$ cat config.mk
export PLATFORM = sky130hd
export DESIGN_NAME = dr_load_sequencer
export DESIGN_NICKNAME = d
export VERILOG_FILES = /design/src/rtl/dr_load_sequencer.sv
export SDC_FILE = /design/constraint.sdc
export NUM_CORES = 1
export LEC_CHECK = 0
export BUFFER_PORTS_ARGS = -buffer_cell sky130_fd_sc_hd__buf_4
export CORE_AREA = 2 2 46 59
export DETAILED_ROUTE_END_ITERATION = 16
export DIE_AREA = 0 0 48 61
export HOLD_SLACK_MARGIN = 0.03
export PLACE_DENSITY_LB_ADDON = 0.3
export SLEW_MARGIN = 0
export SYNTH_ARGS = -nofsm -noshare
export SYNTH_HDL_FRONTEND = slang
export SYNTH_SLANG_ARGS = --single-unit
$ cat constraint.sdc
create_clock -name clk -period 3.3 [get_ports clk]
set_input_delay 0.66 -clock clk [delete_from_list [all_inputs] [get_ports clk]]
set_output_delay 0.66 -clock clk [all_outputs]
set_load 0.05 [all_outputs]
$ cat src/rtl/dr_load_sequencer.sv
// rtl/dr_load_sequencer.sv - sequences DR loads from memory reads or ALU writeback
//
// Optional build macro: DR_RR_ARB_EN
//   defined   : round-robin arbitration when both sources request together
//   undefined : fixed priority, ALU wins when both sources request together
//
// Parameters:
//   ADDR_W  - memory address width
//   MEM_LAT - cycles from the mem_rd cycle to valid mem_bus data (1..15)
//
// Ports:
//   clk          - system clock, rising-edge
//   rst_n        - asynchronous active-low reset
//   mem_req      - level request to load DR from memory
//   mem_req_addr - address for mem_req, sampled on accept
//   alu_req      - level request to load DR from the ALU result
//   mem_gnt      - one-cycle pulse, memory request accepted
//   alu_gnt      - one-cycle pulse, ALU request accepted
//   mem_rd       - one-cycle memory read strobe
//   mem_addr     - read address, held from accept until the next accept
//   dr_sel       - DR source select (1 = ALU, 0 = memory bus)
//   dr_ld        - DR load enable
//   busy         - high whenever the sequencer is not idle
//   done         - one-cycle pulse coincident with dr_ld

module dr_load_sequencer #(
    parameter int ADDR_W  = 16,
    parameter int MEM_LAT = 2
) (
    input  logic              clk,
    input  logic              rst_n,
    input  logic              mem_req,
    input  logic [ADDR_W-1:0] mem_req_addr,
    input  logic              alu_req,
    output logic              mem_gnt,
    output logic              alu_gnt,
    output logic              mem_rd,
    output logic [ADDR_W-1:0] mem_addr,
    output logic              dr_sel,
    output logic              dr_ld,
    output logic              busy,
    output logic              done
);

    typedef enum logic [2:0] {
        S_IDLE,
        S_ALU_LD,
        S_MEM_RD,
        S_MEM_WAIT,
        S_MEM_LD
    } state_t;

    // MEM_WAIT lasts MEM_LAT-1 cycles; the counter runs 0..WAIT_TC.
    localparam logic [3:0] WAIT_TC = 4'((MEM_LAT > 1) ? (MEM_LAT - 2) : 0);

    state_t      state;
    state_t      state_nxt;
    logic [3:0]  wait_cnt;
    logic [3:0]  wait_cnt_nxt;
    logic        take_alu;
    logic        take_mem;

    // ------------------------------------------------------------------
    // Arbitration (only meaningful while idle)
    // ------------------------------------------------------------------
`ifdef DR_RR_ARB_EN
    // 1 = ALU was granted last; reset value makes the first tie go to memory
    logic last_alu;

    always_comb begin
        take_alu = 1'b0;
        take_mem = 1'b0;
        if (state == S_IDLE) begin
            if (alu_req && mem_req) begin
                take_alu = ~last_alu;
                take_mem = last_alu;
            end else begin
                take_alu = alu_req;
                take_mem = mem_req;
            end
        end
    end

    always_ff @(posedge clk or negedge rst_n) begin
        if (!rst_n) begin
            last_alu <= 1'b1;
        end else if (take_alu) begin
            last_alu <= 1'b1;
        end else if (take_mem) begin
            last_alu <= 1'b0;
        end
    end
`else
    always_comb begin
        take_alu = 1'b0;
        take_mem = 1'b0;
        if (state == S_IDLE) begin
            take_alu = alu_req;
            take_mem = mem_req & ~alu_req;
        end
    end
`endif

    // ------------------------------------------------------------------
    // Next-state logic
    // ------------------------------------------------------------------
    always_comb begin
        state_nxt    = state;
        wait_cnt_nxt = wait_cnt;
        case (state)
            S_IDLE: begin
                if (take_alu) begin
                    state_nxt = S_ALU_LD;
                end else if (take_mem) begin
                    state_nxt = S_MEM_RD;
                end
            end
            S_ALU_LD: begin
                state_nxt = S_IDLE;
            end
            S_MEM_RD: begin
                wait_cnt_nxt = 4'd0;
                state_nxt    = (MEM_LAT == 1) ? S_MEM_LD : S_MEM_WAIT;
            end
            S_MEM_WAIT: begin
                if (wait_cnt == WAIT_TC) begin
                    state_nxt = S_MEM_LD;
                end else begin
                    wait_cnt_nxt = wait_cnt + 4'd1;
                end
            end
            S_MEM_LD: begin
                state_nxt = S_IDLE;
            end
            default: begin
                state_nxt = S_IDLE;
            end
        endcase
    end

    // ------------------------------------------------------------------
    // State and registered outputs. Outputs are decoded from the next
    // state so they are valid during the cycle the state is occupied.
    // ------------------------------------------------------------------
    always_ff @(posedge clk or negedge rst_n) begin
        if (!rst_n) begin
            state    <= S_IDLE;
            wait_cnt <= 4'd0;
            mem_gnt  <= 1'b0;
            alu_gnt  <= 1'b0;
            mem_rd   <= 1'b0;
            mem_addr <= '0;
            dr_sel   <= 1'b0;
            dr_ld    <= 1'b0;
            busy     <= 1'b0;
            done     <= 1'b0;
        end else begin
            state    <= state_nxt;
            wait_cnt <= wait_cnt_nxt;
            mem_gnt  <= (state_nxt == S_MEM_RD);
            mem_rd   <= (state_nxt == S_MEM_RD);
            alu_gnt  <= (state_nxt == S_ALU_LD);
            dr_sel   <= (state_nxt == S_ALU_LD);
            dr_ld    <= (state_nxt == S_ALU_LD) || (state_nxt == S_MEM_LD);
            done     <= (state_nxt == S_ALU_LD) || (state_nxt == S_MEM_LD);
            busy     <= (state_nxt != S_IDLE);
            if (take_mem) begin
                mem_addr <= mem_req_addr;
            end
        end
    end

endmodule

==> results by group <==
Placement
  – Pre-CTS worst setup slack: 1657 ps
  – Hpwl dp: around 1600 um
  – Port bufs: 42
  – Area post-placement: 0.001475 mm2
  – Placer congestion estimate: 0.7491

Worst setup path
  – Worst Path Buf+Inv: 1
  – CP delay by family, top: flip-flops
  – Slowest stage cell on the critical path: dfrtp_1
  – Reg2Reg Capture Point: mem_addr[1]$_DFFE_PN0P_
  – Reg2reg path depth: 3
  – FF-to-FF setup slack: about 1800 ps
  – CP Launch Type: flip-flop
  – CP arrival: between 900 and 1000 ps
  – Crit path required time: 2640 ps
  – Crit Path Class: reg2out
  – Worst R2R Start: state[0]$_DFF_PN0_
  – Crit-path max FO: 2
  – Worst Setup End Kind: output port
  – CP cell instances: buf_4
  – CP peak stage delay: around 420 ps

Cells and area
  – # fillers: about 190
  – Most common cell after layout, fill and taps aside: buf_4
  – Layout cells sized above 1: 52.03%
  – Commonest non-fill, non-tap cells in the layout: buf_4 (42), dfrtp_1 (27), mux2_2 (9)
  – Final instance area: around 0.0015 mm2
  – Antenna diode count: 0
  – Nets@finish: about 150
  – Syn-to-layout area delta: 29.87%

Clock network
  – CTS tree: built
  – Post-CTS setup buffer count: 0
  – Hold_buf cts: 0
  – CTS buffer count: 3
  – Worst-path clk slew: around 140 ps
  – Clock root buffer: clkbuf_4
  – Maximum clock insertion buffer count: 2
  – Clock Latency Late Sink: between 300 and 400 ps
  – Clk sink count: 27
  – Post-CTS Resized: 0
  – H-tree Lvls: 1

GRT
  – First-pass GRT wire length: approximately 3100 um
  – Pin count of the biggest net entering global routing: 28
  – Vias in the first global route: 743
  – Total GRT Usage: between 15 and 20%
  – Global route total overflow: 0
  – Initial antenna violation count: 0

Die
  – Row cnt: 20
  – Die Wd: 48 um
  – Core area: 0.002377 mm2
  – Die height: a little over 60 um
  – Die ar.: between 0.002 and 0.003 mm2
  – Starting Density: about half
  – Ports: 43

Drt
  – Via count: around 780
  – DR pass1 iterations: 4
  – DR vias/cell: a little under 5
  – Drt total wl: 2081 um
  – Detailed Route Iter0 Violations: 5
  – DRC viols: 0
  – Detail Route Antenna Nets: 0
  – Wirelength per Cell: between 10 and 15 um

Min path
  – Hold WC Path Type: in2async

STA
  – Fmax: ~0.63 GHz
  – Fin. max-slew vios: 0
  – Worst-margin pin slew: 347.5 ps
  – Post-route setup slack: 1707 ps
  – Final setup fails: 0
  – Setup TNS: 0 ps
  – Rel. slew slack: between 70% and 80%
  – RSZ-0062 raised after global routing: false
  – Period minus WS final: about 1600 ps
  – WHS: between 200 and 250 ps
  – Fin crit share: around 48%
  – Worst-case clock skew: 10.58 ps
  – Endpoints failing hold: 0

Pwr
  – Worst vdd ir: 0.6291 mV
  – Total power: about 1.7 mW
  – Pwr dens: 1103 mW/mm2
  – Static Leak: slightly below 0.8 nW

Yosys
  – Sequential-to-total area share from yosys stat: between 50 and 60%
  – Synthesized net count: about 100
  – Mean post-synth cell area: 14.10 um2
  – Post-Synthesis Cell Area: between 0.001 and 0.0015 mm2
  – Synth warnings: 0
  – Distinct cells, synth: 25
  – Cells after synthesis: just over 80
  – Number of synthesized register bits: 27

Job
  – Max Cap Viol: 0

Status
  – Status: finished clean
[layout make-up]
cell class                 count  area (um2)  area share [%]
multi-input combinational     46       427.9           28.50
timing repair buffer          42       315.3           21.00
inverter                       4       15.01           1.000
tap                           33       41.29           2.750
sequential                    27       675.6           45.00
clock buffer                   4       26.28           1.750
[per-stage QoR]
step | cells | util, %
finish | 156 | 63.16
global placement | 152 | 62.05
CTS | 156 | 63.16
global route | 156 | 63.16
floorplan | 82 | -
detailed placement | 152 | 62.05
[worst max path at each step]
stage	depth (start not counted)	startpoint	to	slack (ps)
3_3_place_gp	3	alu_req	mem_addr[4]$_DFFE_PN0P_	1690
5_1_grt	1	mem_addr[0]$_DFFE_PN0P_	mem_addr[0]	1650
3_5_place_dp	3	alu_req	mem_addr[3]$_DFFE_PN0P_	1660
6_report	1	mem_addr[0]$_DFFE_PN0P_	mem_addr[0]	1710
4_1_cts	1	mem_addr[3]$_DFFE_PN0P_	mem_addr[3]	1690
2_1_floorplan	1	done$_DFF_PN0_	dr_ld	1750
[metal layers]
metal  track usage, %  vias to the layer above  routed length (um)
met2            27.24                       29                1186
met4            7.722                        0                  38
met5                0                        -                   0
li1                 -                      359                   -
met1            17.48                      382                 742
met3            2.679                        6                 113
[where the power goes]
part | leakage (nW) | internal (mW) | switching (mW)
combinational | 0.428 | 0.341 | 0.619
sequential | 0.335 | 0.464 | 0.0942
clock | 0.0150 | 0.0473 | 0.0894
total | 0.777 | 0.853 | 0.803
[synthesized netlist by cell type (all sizes together)]
| master | number | area, um2 |
|---|---|---|
| dfrtp | 27 | 675.7 |
| mux2 | 17 | 221.5 |
| nand3 | 5 | 25.02 |
| buf | 4 | 33.78 |
| inv | 4 | 15.01 |
| nand2 | 3 | 11.26 |
| nand2b | 3 | 18.77 |
| a21oi | 2 | 10.01 |
| ha | 2 | 25.02 |
| nor3b | 2 | 15.01 |
| a21o | 1 | 7.510 |
| a22o | 1 | 8.760 |
| and2 | 1 | 6.260 |
| clkbuf | 1 | 3.750 |
| nand3b | 1 | 20.02 |
| nor2 | 1 | 3.750 |
| nor2b | 1 | 6.260 |
| nor3 | 1 | 10.01 |
| nor4b | 1 | 8.760 |
| o21ai | 1 | 5.000 |
| o21bai | 1 | 7.510 |
| o31ai | 1 | 7.510 |
| or4b | 1 | 10.01 |
[kinds of logic after synthesis]
logic type,synth area share [%]
fa+ha+maj,2.164
simple gates,11.69
mux,19.16
compound gates,4.005
flops,58.44
buf+inv,4.545
[state kept, by name, indices dropped and copies added, names as in the netlist]
register and flops:
dr_sel 1, wait_cnt 4, busy 1, state 3, done 1, mem_rd 1
mem_addr 16
Note: power is estimated with default switching activity, not from simulation.
